[src/rtl/uart_defs.sv]
// Shared UART definitions: receiver state encodings, oversampling constants
// and the fractional tick increment used by both rx and tx tick generators.
package uart_defs;

    typedef enum logic [2:0] {
        RX_IDLE  = 3'd0,
        RX_START = 3'd1,
        RX_DATA  = 3'd2,
        RX_STOP  = 3'd3,
        RX_BREAK = 3'd4
    } rx_state_e;

    localparam int OVERSAMPLE = 16;

    localparam logic [3:0] SAMP_A   = 4'd7;
    localparam logic [3:0] SAMP_B   = 4'd8;
    localparam logic [3:0] SAMP_C   = 4'd9;
    localparam logic [3:0] SUB_LAST = 4'd15;

    // round(baud * 16 * 2^acc_w / clk_freq)
    function automatic longint calc_inc(
        input longint clk_freq,
        input longint baud,
        input int     acc_w
    );
        longint num;
        num = baud * longint'(OVERSAMPLE) * (longint'(1) << acc_w);
        return (longint'(2) * num + clk_freq) / (longint'(2) * clk_freq);
    endfunction

    function automatic logic maj3(
        input logic a,
        input logic b,
        input logic c
    );
        return (a & b) | (a & c) | (b & c);
    endfunction

endpackage

[src/rtl/uart_rx_tick_gen.sv]
// Fractional accumulator producing the 16x oversample tick; the tick is the
// registered carry out, so it is always a single-clk pulse.
module uart_rx_tick_gen
    import uart_defs::*;
#(
    parameter int clk_freq = 12000000,
    parameter int baud     = 115200,
    parameter int ACC_W    = 16
) (
    input  logic clk,
    input  logic rst,
    output logic os_tick
);

    localparam logic [ACC_W-1:0] INC =
        ACC_W'(calc_inc(longint'(clk_freq), longint'(baud), ACC_W));

    logic [ACC_W-1:0] acc;
    logic [ACC_W:0]   sum;

    assign sum = {1'b0, acc} + {1'b0, INC};

    always_ff @(posedge clk or posedge rst) begin
        if (rst) begin
            acc     <= '0;
            os_tick <= 1'b0;
        end else begin
            acc     <= sum[ACC_W-1:0];
            os_tick <= sum[ACC_W];
        end
    end

endmodule

[src/rtl/uart_rx.sv]
// 8N1 UART receiver: 2-flop synchroniser, 16x oversampling, 3-sample
// majority vote at mid-bit, one-clk valid / framing-error strobes.
module uart_rx
    import uart_defs::*;
#(
    parameter int clk_freq = 12000000,
    parameter int baud     = 115200,
    parameter int ACC_W    = 16
) (
    input  logic       clk,
    input  logic       rst,
    input  logic       rx,
    output logic [7:0] rx_data,
    output logic       rx_valid,
    output logic       rx_frame_err,
    output logic       rx_busy
);

    logic rx_m;
    logic rx_s;
    logic os_tick;

    rx_state_e  state, state_n;
    logic [3:0] sub_cnt, sub_n;
    logic [2:0] bit_cnt, bit_n;
    logic [7:0] shift, shift_n;
    logic       s_a, s_a_n;
    logic       s_b, s_b_n;
    logic [7:0] data_n;
    logic       valid_n;
    logic       err_n;
    logic       vote;
    logic       dec;

    uart_rx_tick_gen #(
        .clk_freq(clk_freq),
        .baud    (baud),
        .ACC_W   (ACC_W)
    ) u_tick (
        .clk    (clk),
        .rst    (rst),
        .os_tick(os_tick)
    );

    always_ff @(posedge clk or posedge rst) begin
        if (rst) begin
            rx_m <= 1'b1;
            rx_s <= 1'b1;
        end else begin
            rx_m <= rx;
            rx_s <= rx_m;
        end
    end

    assign vote    = maj3(s_a, s_b, rx_s);
    assign dec     = (sub_cnt == SAMP_C);
    assign rx_busy = (state != RX_IDLE);

    always_comb begin
        state_n = state;
        sub_n   = sub_cnt;
        bit_n   = bit_cnt;
        shift_n = shift;
        s_a_n   = s_a;
        s_b_n   = s_b;
        data_n  = rx_data;
        valid_n = 1'b0;
        err_n   = 1'b0;
        if (os_tick) begin
            sub_n = sub_cnt + 4'd1;
            if (sub_cnt == SAMP_A) s_a_n = rx_s;
            if (sub_cnt == SAMP_B) s_b_n = rx_s;
            case (state)
                RX_IDLE: begin
                    // the detecting tick is sub-tick 0 of the start bit
                    sub_n = 4'd0;
                    if (!rx_s) begin
                        state_n = RX_START;
                        sub_n   = 4'd1;
                    end
                end
                RX_START: begin
                    if (dec && vote) begin
                        state_n = RX_IDLE;
                        sub_n   = 4'd0;
                    end else if (sub_cnt == SUB_LAST) begin
                        state_n = RX_DATA;
                        bit_n   = 3'd0;
                    end
                end
                RX_DATA: begin
                    if (dec) shift_n = {vote, shift[7:1]};
                    if (sub_cnt == SUB_LAST) begin
                        if (bit_cnt == 3'd7) state_n = RX_STOP;
                        else                 bit_n   = bit_cnt + 3'd1;
                    end
                end
                RX_STOP: begin
                    if (dec) begin
                        sub_n = 4'd0;
                        if (vote) begin
                            data_n  = shift;
                            valid_n = 1'b1;
                            state_n = RX_IDLE;
                        end else begin
                            err_n   = 1'b1;
                            state_n = RX_BREAK;
                        end
                    end
                end
                RX_BREAK: begin
                    sub_n = 4'd0;
                    if (rx_s) state_n = RX_IDLE;
                end
                default: begin
                    state_n = RX_IDLE;
                    sub_n   = 4'd0;
                end
            endcase
        end
    end

    always_ff @(posedge clk or posedge rst) begin
        if (rst) begin
            state        <= RX_IDLE;
            sub_cnt      <= '0;
            bit_cnt      <= '0;
            shift        <= '0;
            s_a          <= 1'b1;
            s_b          <= 1'b1;
            rx_data      <= '0;
            rx_valid     <= 1'b0;
            rx_frame_err <= 1'b0;
        end else begin
            state        <= state_n;
            sub_cnt      <= sub_n;
            bit_cnt      <= bit_n;
            shift        <= shift_n;
            s_a          <= s_a_n;
            s_b          <= s_b_n;
            rx_data      <= data_n;
            rx_valid     <= valid_n;
            rx_frame_err <= err_n;
        end
    end

endmodule
[config.mk]
export PLATFORM = sky130hd
export DESIGN_NAME = uart_rx
export DESIGN_NICKNAME = d
export VERILOG_FILES = /design/src/rtl/uart_defs.sv /design/src/rtl/uart_rx_tick_gen.sv /design/src/rtl/uart_rx.sv
export SDC_FILE = /design/constraint.sdc
export NUM_CORES = 1
export LEC_CHECK = 0
export CAP_MARGIN = 30
export CORE_MARGIN = 2
export CORE_UTILIZATION = 40
export CTS_BUF_LIST = sky130_fd_sc_hd__clkbuf_8
export DETAILED_ROUTE_END_ITERATION = 8
export DONT_BUFFER_PORTS = 1
export MAX_ROUTING_LAYER = met4
export PLACE_DENSITY_LB_ADDON = 0.08
export SETUP_SLACK_MARGIN = 0.5
export SYNTH_ARGS = -nofsm -noshare
export SYNTH_HDL_FRONTEND = slang
export SYNTH_SLANG_ARGS = --single-unit
[constraint.sdc]
create_clock -name clk -period 1.6 [get_ports clk]
set_clock_uncertainty 0.2 [all_clocks]
set_input_delay 0.24 -clock clk [delete_from_list [all_inputs] [get_ports clk]]
set_output_delay 0.24 -clock clk [all_outputs]
set_load 0.01 [all_outputs]
==> load_flow_metrics.sql, run 1 <==
INSERT INTO impl_metrics (metric_group, metric, value, unit) VALUES
('timing', 'drv_slew', '0', ''),
('timing', 'rsz_0062_raised_after_global_routing', 'true', ''),
('global_routing', 'grt_pass1_wl', '7280', 'um'),
('power', 'power.clock.fraction', '0.305', ''),
('layout', 'layout.cells.most_common_list', '41 x dfrtp_1, 27 x buf_4, 13 x mux2_2', ''),
('power', 'report.power.total', '2.40', 'mW'),
('yosys', 'post_synth_instance_area', '2200', 'um2'),
('clock_network', 'clk_root_buffer_cell', 'clkbuf_8', ''),
('status', 'violations', 'hold timing, setup timing', ''),
('placement', 'dp_slack', '-0.153', 'ns'),
('status', 'status', 'finished, violations left', ''),
('global_routing', 'first_global_vias', '1520', ''),
('drt', 'avgViaCountPerCell', '5.17', ''),
('job', 'cap_viol_max_count', '0', ''),
('layout', 'antenna_cells_inserted', '0', ''),
('timing', 'finalHoldViolCount', '48', ''),
('timing', 'hold-worst-slack', '-0.368', 'ns'),
('layout', 'design_area', '2920', 'um2'),
('setup_path', 'crit_path_max_fanout', '4', ''),
('timing', 'slew_at_the_pin_closest_to_its_max_slew_limit', '0.508', 'ns'),
('layout', 'post_route_cells_drive_above_1_share', '0.523', ''),
('placement', 'port_bufs', '0', ''),
('drt', 'detail_route.wirelength', '4420', 'um'),
('global_routing', 'global_route.overflow_total', '0', ''),
('clock_network', 'cts_hold_repair_buffers', '1', ''),
('timing', 'setup-violations-final', '23', ''),
('power', 'peakVddDrop', '0.000460', 'V'),
('layout', 'synthToLayoutAreaGrowth', '32.8', '%'),
('power', 'power_switching_share', '0.247', ''),
('clock_network', 'number_of_clock_sinks', '48', ''),
('timing', 'fmaxAchievable', '0.583', 'GHz'),
('die', 'die_w', '78.1', 'um'),
('yosys', 'synth_cell_type_count', '47', ''),
('drt', 'drt-initial-drc-count', '64', ''),
('setup_path', 'worst-setup-path-type', 'reg -> reg', ''),
('setup_path', 'timing.critical_path.from_type', 'flop', ''),
('yosys', 'synth-edff-count', '0', ''),
('min_path', 'min-delay-path-class', 'in -> async', ''),
('drt', 'route.vias.total', '1498', ''),
('power', 'static-leakage-power', '1.36', 'nW'),
('power', 'combPwrFrac', '0.159', ''),
('timing', 'finalCriticalPeriod', '1.72', 'ns'),
('die', 'initial_utilization', '0.422', ''),
('yosys', 'synth_ff_type', 'dfrtp_1', ''),
('drt', 'dr.pass1.iters', '4', ''),
('timing', 'max_transition_margin', '0.661', ''),
('global_routing', 'pin_count_of_the_biggest_net_entering_global_routing', '27', ''),
('clock_network', 'cts_made_buffers', '5', ''),
('global_routing', 'grt.total_usage', '0.158', ''),
('power', 'total_switching_power', '0.593', 'mW'),
('yosys', 'syn_area_per_cell', '12.2', 'um2'),
('power', 'sequentialPowerShare', '0.536', ''),
('placement', 'detailedPlacementHpwl', '2960', 'um'),
('die', 'floorplan.rows', '26', ''),
('clock_network', 'cts_buffer_depth', '2', ''),
('die', 'fp.dieArea', '6100', 'um2'),
('layout', 'mostFrequentLayoutCell', 'dfrtp_1', ''),
('power', 'internal-power', '1.81', 'mW'),
('setup_path', 'arrival', '1.70', 'ns'),
('clock_network', 'clkSlewWorstSetupHoldPaths', '0.09', 'ns'),
('yosys', 'ys_ff_latch', '48', ''),
('global_routing', 'antenna_found_initial', '0', ''),
('yosys', 'synth.net_count', '189', ''),
('drt', 'wl_per_cell', '15.3', 'um'),
('layout', 'final.fill_count', '442', ''),
('layout', 'fin_nets', '228', ''),
('die', 'core_area', '5200', 'um2'),
('power', 'powerDensity', '824', 'nW/um2'),
('yosys', 'sequential_share_of_the_synthesized_area', '0.549', ''),
('clock_network', 'clock_insertion_delay_worst_skew', '0.30', 'ns'),
('die', 'ioPinCount', '14', ''),
('setup_path', 'crit_required', '1.59', 'ns'),
('timing', 'timing.final.ws_setup', '-0.116', 'ns'),
('clock_network', 'cts_tree', 'done', ''),
('placement', 'dpl-instance-area', '2510', 'um2'),
('yosys', 'synthCells', '180', ''),
('setup_path', 'worstSetupEndpointType', 'flop', ''),
('drt', 'postRouteAntennaNets', '0', ''),
('timing', 'min_period_over_period', '1.07', ''),
('setup_path', 'rr_worst_depth', '5', ''),
('drt', 'drc_errors', '0', ''),
('yosys', 'ys_warn_count', '0', ''),
('yosys', 'async_flop_share', '1.00', ''),
('timing', 'final_tns_setup', '-1.93', 'ns'),
('clock_network', 'htree_num_levels', '2', ''),
('die', 'floorplan.die.height', '78.1', 'um'),
('placement', 'gp_congestion', '0.818', '');
[synthesized netlist by cell type, types with 2 or more instances]
library cell,number,share of area
mux2_2,19,0.097
nand2b_1,2,0.0057
o22ai_1,2,0.0057
buf_4,2,0.0068
a21o_1,2,0.0068
nor2b_1,2,0.0057
buf_2,4,0.0091
o21ai_1,4,0.0091
nand4b_1,3,0.012
o31ai_1,2,0.0068
a22o_1,2,0.0080
a21oi_1,5,0.011
xnor2_1,5,0.020
a31oi_1,3,0.0085
xor2_1,5,0.020
nor2_1,11,0.019
o21ai_0,4,0.0091
ha_1,6,0.034
nand3_1,3,0.0068
dfstp_2,4,0.048
inv_1,6,0.010
nor3_1,5,0.011
nand2_1,12,0.021
dfrtp_1,44,0.50
[routing by layer]
metal	global-route usage	routed length [um]	vias up
li1	-	-	720
met1	0.189	1880	756
met2	0.264	2370	14
met3	0.0345	109	8
met4	0.0614	65	0
met5	-	0	-
[final timing paths]
| path | endpoint | startpoint | slack (ns) |
|---|---|---|---|
| max | rx_data[4] | sub_cnt[1] | -0.12 |
| min | rx_frame_err | rst | -0.37 |
| max reg2reg | rx_data[4] | sub_cnt[1] | -0.12 |
| min reg2reg | rx_s | rx_m | 0.16 |
| max in group asynchronous | sub_cnt[0] | rst | 1.07 |
| min in group clk | rx_s | rx_m | 0.16 |
[timing repair]
action,4_1_cts,5_1_grt
pin swaps,12,13
buffers inserted,6,6
endpoints found under the hold margin,49,22
gates cloned,0,1
resized for setup,19,25
endpoints found under the setup margin,55,55
[power groups by stage]
stage	Clock [mW]	Combinational (mW)	Sequential, mW
finish	0.733	0.382	1.29
global route	0.812	0.417	1.29
CTS	0.764	0.321	1.29
detailed placement	0	0.295	1.31
global placement	0	0.279	1.31
floorplan	0	0.164	1.31
[layout make-up]
class                   count  area [um2]  share of cell area
multi-input cells         120        1170               0.400
clock buffers               6        82.6              0.0283
inverters                   6        26.3             0.00901
repair buffers             38         334               0.115
clock inverters             2        10.0             0.00343
flip-flops and latches     48        1210               0.415
well taps                  70        87.6              0.0300
[stage by stage]
stage	hold slack (ns)	util	cells
after floorplan	0.0445	-	180
after global placement	-0.0345	0.483	268
after detailed placement	-0.0291	0.483	268
after CTS	-0.362	0.527	283
after global routing	-0.353	0.560	290
final	-0.368	0.560	290
[cells by family (layout without fill, tap and decap cells)]
| family | count (synthesis) | count (layout) | share of synthesized area |
|---|---|---|---|
| AND/OR/NAND/NOR | 51 | 52 | 0.144 |
| flip-flops | 48 | 48 | 0.549 |
| AO/OA/AOI/OAI | 31 | 31 | 0.0974 |
| multiplexers | 20 | 20 | 0.102 |
| buffers and inverters | 13 | 52 | 0.0279 |
| XOR/XNOR | 10 | 10 | 0.0399 |
| adder cells (fa/ha/maj) | 7 | 7 | 0.0393 |
[sequential cells by signal, summed over array words and instances, names as in the netlist, 3 cells and up]
name / cells
u_tick.acc: 15
rx_data: 8
shift: 8
sub_cnt: 4
bit_cnt: 3
state: 3
[worst max-delay path, stage by stage, from the launching register on]
cell and delay, ns:
dfrtp_1 0.41, inv_2 0.09, ha_4 0.12, and4b_2 0.31
nand4_2 0.17, mux2_2 0.31
(Power assumes the default switching activity.)
==> inputs of run 2 (changes only) <==
--- a/config.mk
+++ b/config.mk
@@ -6,7 +6,6 @@
 export NUM_CORES = 1
 export LEC_CHECK = 0
 export CAP_MARGIN = 30
-export CORE_MARGIN = 2
 export CORE_UTILIZATION = 40
 export CTS_BUF_LIST = sky130_fd_sc_hd__clkbuf_8
 export DETAILED_ROUTE_END_ITERATION = 8
==> constraint.sdc (replaced) <==
create_clock -name clk -period 1.96 [get_ports clk]
set_clock_uncertainty 0.2 [all_clocks]
set_input_delay 0.294 -clock clk [delete_from_list [all_inputs] [get_ports clk]]
set_output_delay 0.294 -clock clk [all_outputs]
set_load 0.01 [all_outputs]
==> load_flow_metrics.sql, run 2 (synthesized netlist as in run 1, its figures left out) <==
INSERT INTO impl_metrics (metric_group, metric, value, unit) VALUES
('layout', 'layout.cells.most_common_list', '36 x dfrtp_1, 20 x buf_4, 15 x mux2_2', ''),
('clock_network', 'htree_num_levels', '2', ''),
('die', 'floorplan.die.height', '76.1', 'um'),
('layout', 'largest_reg_flops', '15', ''),
('timing', 'setup-violations-final', '0', ''),
('die', 'die_w', '76.1', 'um'),
('min_path', 'min_delay_path_depth', '0', ''),
('setup_path', 'rr_worst_depth', '5', ''),
('power', 'static-leakage-power', '1.33', 'nW'),
('global_routing', 'grt.total_usage', '0.170', ''),
('timing', 'drv_slew', '0', ''),
('die', 'fp.dieArea', '5790', 'um2'),
('clock_network', 'clk_root_buffer_cell', 'clkbuf_8', ''),
('placement', 'place.detailed.instances', '248', ''),
('power', 'total_switching_power', '0.506', 'mW'),
('layout', 'antenna_cells_inserted', '0', ''),
('clock_network', 'cts_made_buffers', '5', ''),
('power', 'power_switching_share', '0.230', ''),
('global_routing', 'pin_count_of_the_biggest_net_entering_global_routing', '32', ''),
('layout', 'mostFrequentLayoutCell', 'dfrtp_1', ''),
('setup_path', 'worst-setup-path-type', 'reg -> out', ''),
('power', 'peakVddDrop', '0.000569', 'V'),
('clock_network', 'number_of_clock_sinks', '48', ''),
('layout', 'area_occupied_by_multi_input_gates', '1210', 'um2'),
('timing', 'rsz_0062_raised_after_global_routing', 'true', ''),
('setup_path', 'worstSetupEndpointType', 'output pin', ''),
('setup_path', 'arrival', '1.25', 'ns'),
('power', 'internal-power', '1.70', 'mW'),
('power', 'combPwrFrac', '0.142', ''),
('die', 'floorplan.rows', '26', ''),
('layout', 'layoutNonFillerInstCount', '285', ''),
('setup_path', 'r2r_start', 'sub_cnt[1]', ''),
('timing', 'slew_at_the_pin_closest_to_its_max_slew_limit', '0.698', 'ns'),
('job', 'cap_viol_max_count', '0', ''),
('drt', 'detail_route.wirelength', '4580', 'um'),
('layout', 'reg_top3', 'u_tick.acc x15, rx_data x8, shift x8', ''),
('timing', 'finalCriticalPeriod', '1.74', 'ns'),
('drt', 'drt-initial-drc-count', '46', ''),
('global_routing', 'antenna_found_initial', '0', ''),
('placement', 'port_bufs', '0', ''),
('clock_network', 'clock_insertion_delay_worst_skew', '0.30', 'ns'),
('drt', 'drc_errors', '0', ''),
('placement', 'gp_congestion', '0.802', ''),
('timing', 'hold-worst-slack', '0.160', 'ns'),
('timing', 'max_transition_margin', '0.534', ''),
('power', 'power.clock.fraction', '0.375', ''),
('layout', 'post_route_cells_drive_above_1_share', '0.544', ''),
('layout', 'fin_nets', '224', ''),
('status', 'status', 'finished clean', ''),
('min_path', 'hold_path_startpoint', 'rx_m', ''),
('timing', 'final_tns_setup', '0', 'ns'),
('die', 'core_area', '5200', 'um2'),
('layout', 'final.fill_count', '420', ''),
('die', 'ioPinCount', '14', ''),
('drt', 'postRouteAntennaNets', '0', ''),
('setup_path', 'crit_required', '1.47', 'ns'),
('global_routing', 'first_global_vias', '1500', ''),
('layout', 'largest-register', 'u_tick.acc', ''),
('clock_network', 'cts_tree', 'done', ''),
('global_routing', 'global_route.overflow_total', '0', ''),
('setup_path', 'timing.critical_path.from_type', 'flop', ''),
('die', 'initial_utilization', '0.422', ''),
('layout', 'ff_latch_area', '1220', 'um2'),
('min_path', 'hold-path-endpoint', 'rx_s', ''),
('clock_network', 'cts_buffer_depth', '2', ''),
('layout', 'synthToLayoutAreaGrowth', '36.1', '%'),
('timing', 'fmaxAchievable', '0.575', 'GHz'),
('drt', 'wl_per_cell', '16.1', 'um'),
('min_path', 'min-delay-path-class', 'reg -> reg', ''),
('drt', 'avgViaCountPerCell', '5.27', ''),
('timing', 'finalHoldViolCount', '0', ''),
('drt', 'route.vias.total', '1501', ''),
('clock_network', 'clkSlewWorstSetupHoldPaths', '0.09', 'ns'),
('setup_path', 'reg2reg_setup_slack', '0.23', 'ns'),
('power', 'sequentialPowerShare', '0.483', ''),
('power', 'powerDensity', '737', 'nW/um2'),
('setup_path', 'crit_path_max_fanout', '5', ''),
('setup_path', 'crit-reg2reg-capture', 'shift[1]', ''),
('drt', 'dr.pass1.iters', '4', ''),
('global_routing', 'grt_pass1_wl', '7420', 'um'),
('placement', 'detailedPlacementHpwl', '2710', 'um'),
('timing', 'min_period_over_period', '0.888', '');
[run 2: how the worst max path moves through the flow]
stage	from	endpoint	slack [ns]	cells after the start
2_1_floorplan	sub_cnt[1]	rx_data[0]	0.33	5
3_3_place_gp	sub_cnt[1]	rx_data[4]	0.22	5
3_5_place_dp	sub_cnt[1]	rx_data[2]	0.17	5
4_1_cts	state[0]	rx_busy	0.21	2
5_1_grt	sub_cnt[1]	shift[1]	0.17	5
6_report	state[1]	rx_busy	0.22	2
[run 2: layer usage]
layer,GRT usage,wire length [um]
met5,-,0
met1,0.213,2080
met2,0.273,2340
met4,0.0577,48
met3,0.0371,110
[run 2: timing repair]
| action | 4_1_cts | 5_1_grt |
|---|---|---|
| gates cloned | 1 | 0 |
| pin swaps | 14 | 13 |
| gates resized for setup | 20 | 40 |
| hold endpoints to repair | 27 | 0 |
| hold buffers | 2 | 0 |
| endpoints found under the setup margin | 37 | 40 |
| buffers inserted | 16 | 11 |
[run 2: cell type report]
| type | count | area share |
|---|---|---|
| flip-flops and latches | 48 | 0.407 |
| multi-input cells | 120 | 0.404 |
| repair buffers | 34 | 0.108 |
| well taps | 70 | 0.0293 |
| clock buffers | 5 | 0.0230 |
| clock inverters | 2 | 0.0201 |
| inverters | 6 | 0.00879 |
[run 2: stage by stage]
stage                util  instance area (um2)  power, mW  setup slack [ns]
floorplan               -                 2250       1.20             0.335
global placement    0.451                 2350       1.23             0.217
detailed placement  0.451                 2350       1.24             0.173
CTS                 0.520                 2710       2.12             0.212
global route        0.574                 2990       2.31             0.174
finish              0.574                 2990       2.20             0.220
[run 2: power by group through the flow]
stage / combinational [mW] / clock, mW / sequential (mW)
after floorplan: 0.132 / 0 / 1.07
after global placement: 0.149 / 0 / 1.08
after detailed placement: 0.154 / 0 / 1.08
after CTS: 0.208 / 0.848 / 1.06
after global routing: 0.344 / 0.894 / 1.07
final: 0.314 / 0.826 / 1.06
[run 2: critical path: stages, from the launching register on]
cell and delay [ns]:
dfrtp_2 0.44, buf_6 0.13, or3_4 0.37
==> inputs of run 3 (changes only) <==
==> constraint.sdc (replaced) <==
create_clock -name clk -period 1.7 [get_ports clk]
set_clock_uncertainty 0.2 [all_clocks]
set_input_delay 0.255 -clock clk [delete_from_list [all_inputs] [get_ports clk]]
set_output_delay 0.255 -clock clk [all_outputs]
set_load 0.01 [all_outputs]
==> load_flow_metrics.sql, run 3 (synthesized netlist as in run 1, its figures left out) <==
INSERT INTO impl_metrics (metric_group, metric, value, unit) VALUES
('clock_network', 'clkSlewWorstSetupHoldPaths', '0.09', 'ns'),
('drt', 'drt-initial-drc-count', '36', ''),
('layout', 'layout.cells.most_common_list', '40 x dfrtp_1, 25 x buf_4, 14 x mux2_2', ''),
('timing', 'fmaxAchievable', '0.572', 'GHz'),
('min_path', 'min-delay-path-class', 'in -> async', ''),
('die', 'ioPinCount', '14', ''),
('timing', 'min_period_over_period', '1.03', ''),
('layout', 'fin_nets', '224', ''),
('timing', 'max_transition_margin', '0.717', ''),
('clock_network', 'clk_root_buffer_cell', 'clkbuf_8', ''),
('clock_network', 'clock_insertion_delay_worst_skew', '0.29', 'ns'),
('timing', 'slew_at_the_pin_closest_to_its_max_slew_limit', '0.424', 'ns'),
('layout', 'reg_top3', 'u_tick.acc x15, rx_data x8, shift x8', ''),
('global_routing', 'grt.total_usage', '0.176', ''),
('power', 'static-leakage-power', '1.34', 'nW'),
('layout', 'synthToLayoutAreaGrowth', '33.4', '%'),
('timing', 'setup-violations-final', '17', ''),
('drt', 'drc_errors', '0', ''),
('setup_path', 'crit_path_max_fanout', '5', ''),
('placement', 'dpl-instance-area', '2460', 'um2'),
('timing', 'hold-worst-slack', '-0.377', 'ns'),
('clock_network', 'htree_num_levels', '2', ''),
('setup_path', 'worst-path-buf-inv', '1', ''),
('drt', 'avgViaCountPerCell', '5.24', ''),
('global_routing', 'use_met2', '0.293', ''),
('layout', 'mostFrequentLayoutCell', 'dfrtp_1', ''),
('setup_path', 'reg2reg_setup_slack', '-0.05', 'ns'),
('die', 'floorplan.die.height', '76.1', 'um'),
('layout', 'design_area', '2930', 'um2'),
('drt', 'dr.pass1.iters', '5', ''),
('timing', 'timing.final.ws_setup', '-0.0469', 'ns'),
('placement', 'gp_congestion', '0.831', ''),
('layout', 'largest-register', 'u_tick.acc', ''),
('global_routing', 'antenna_found_initial', '0', ''),
('layout', 'layout.core_utilization', '0.563', ''),
('setup_path', 'crit_required', '1.68', 'ns'),
('clock_network', 'cts_tree', 'done', ''),
('layout', 'antenna_cells_inserted', '0', ''),
('die', 'initial_utilization', '0.422', ''),
('global_routing', 'grt_util_met3', '0.0359', ''),
('setup_path', 'worst_path_dominant_cell_family', 'simple AND/OR/NAND/NOR gates', ''),
('timing', 'finalHoldViolCount', '45', ''),
('status', 'status', 'finished, violations left', ''),
('status', 'violations', 'hold timing, setup timing', ''),
('setup_path', 'cells_traversed_along_the_worst_timing_path', 'inv_2 -> ha_4 -> and4b_2 -> nand4_4 -> mux2_2', ''),
('setup_path', 'arrival', '1.73', 'ns'),
('clock_network', 'cts_hold_repair_buffers', '1', ''),
('setup_path', 'worstSetupEndpointType', 'flop', ''),
('clock_network', 'cts_buffer_depth', '2', ''),
('layout', 'layoutNonFillerInstCount', '286', ''),
('layout', 'post_route_cells_drive_above_1_share', '0.528', ''),
('die', 'core_area', '5200', 'um2'),
('power', 'powerDensity', '798', 'nW/um2'),
('power', 'peakVddDrop', '0.000395', 'V'),
('die', 'fp.dieArea', '5790', 'um2'),
('drt', 'route.vias.total', '1500', ''),
('drt', 'detail_route.wirelength', '4440', 'um'),
('setup_path', 'r2r_start', 'sub_cnt[1]', ''),
('timing', 'drv_slew', '0', ''),
('die', 'die_w', '76.1', 'um'),
('drt', 'postRouteAntennaNets', '0', ''),
('global_routing', 'grt_pass1_wl', '7690', 'um'),
('global_routing', 'first_global_vias', '1555', ''),
('layout', 'largest_reg_flops', '15', ''),
('placement', 'port_bufs', '0', ''),
('setup_path', 'critical_path.slowest_cell', 'dfrtp_1', ''),
('global_routing', 'grt_use_met1', '0.214', ''),
('placement', 'place.detailed.instances', '262', ''),
('drt', 'wl_per_cell', '15.5', 'um'),
('setup_path', 'worst-setup-path-type', 'reg -> reg', ''),
('global_routing', 'global_route.overflow_total', '0', ''),
('timing', 'finalCriticalPeriod', '1.75', 'ns'),
('timing', 'rsz_0062_raised_after_global_routing', 'true', ''),
('setup_path', 'timing.critical_path.from_type', 'flop', ''),
('setup_path', 'cp-startpoint', 'sub_cnt[1]', ''),
('power', 'report.power.total', '2.34', 'mW'),
('global_routing', 'grt-busiest-layer', 'met2', ''),
('clock_network', 'cts_made_buffers', '5', ''),
('placement', 'detailedPlacementHpwl', '2900', 'um'),
('global_routing', 'pin_count_of_the_biggest_net_entering_global_routing', '32', ''),
('die', 'floorplan.rows', '26', ''),
('clock_network', 'number_of_clock_sinks', '48', ''),
('setup_path', 'critPathMaxStageDelay', '0.42', 'ns'),
('job', 'cap_viol_max_count', '0', '');
==> run 3: cell types whose count changed in the layout (fill, tap and decap cells not counted), sizes merged <==
cell	delta
clkinv	+1
buf	+1
bufinv	-1
inv	+1
dlygate4sd3	-1
==> run 3: area by class of cell <==
class,count,area (um2)
inverters,6,26.3
well taps,70,87.6
clock inverters,3,38.8
flip-flops and latches,48,1210
repair buffers,34,297
multi-input cells,120,1200
clock buffers,5,68.8
fillers,445,2270
==> run 3: worst paths after layout <==
| kind | to | cells past startpoint |
|---|---|---|
| hold reg to reg | rx_s | 0 |
| hold / removal | rx_frame_err | 1 |
| max in group asynchronous | rx_s | 2 |
| min in group clk | rx_s | 0 |
| setup / recovery | rx_data[4] | 5 |
| setup reg to reg | rx_data[4] | 5 |
==> run 3: timing repair <==
action,in CTS,in global routing
cloned,1,0
endpoints found under the hold margin,46,45
setup buffers,11,3
setup endpoints to repair,44,53
pin swaps,11,8
resized for setup,30,21
==> run 3: per-stage QoR <==
| stage | hold slack (ns) | setup WS, ns | setup TNS [ns] |
|---|---|---|---|
| after floorplan | 0.0595 | 0.0748 | 0 |
| after global placement | -0.0502 | -0.00951 | -0.0590 |
| after detailed placement | -0.0464 | -0.0344 | -0.289 |
| after CTS | -0.374 | -0.0250 | -0.248 |
| after global routing | -0.370 | -0.103 | -1.63 |
| final | -0.377 | -0.0469 | -0.467 |
==> run 3: metal layers <==
layer,vias to the layer above,wire [um]
met4,0,42
met5,-,0
met2,15,2260
met1,766,2040
met3,4,87
li1,715,-
==> run 3: where the power goes <==
part	switching, mW	internal (mW)	total, mW
registers	0.0368	1.18	1.22
clock network	0.367	0.431	0.798
logic	0.152	0.170	0.322
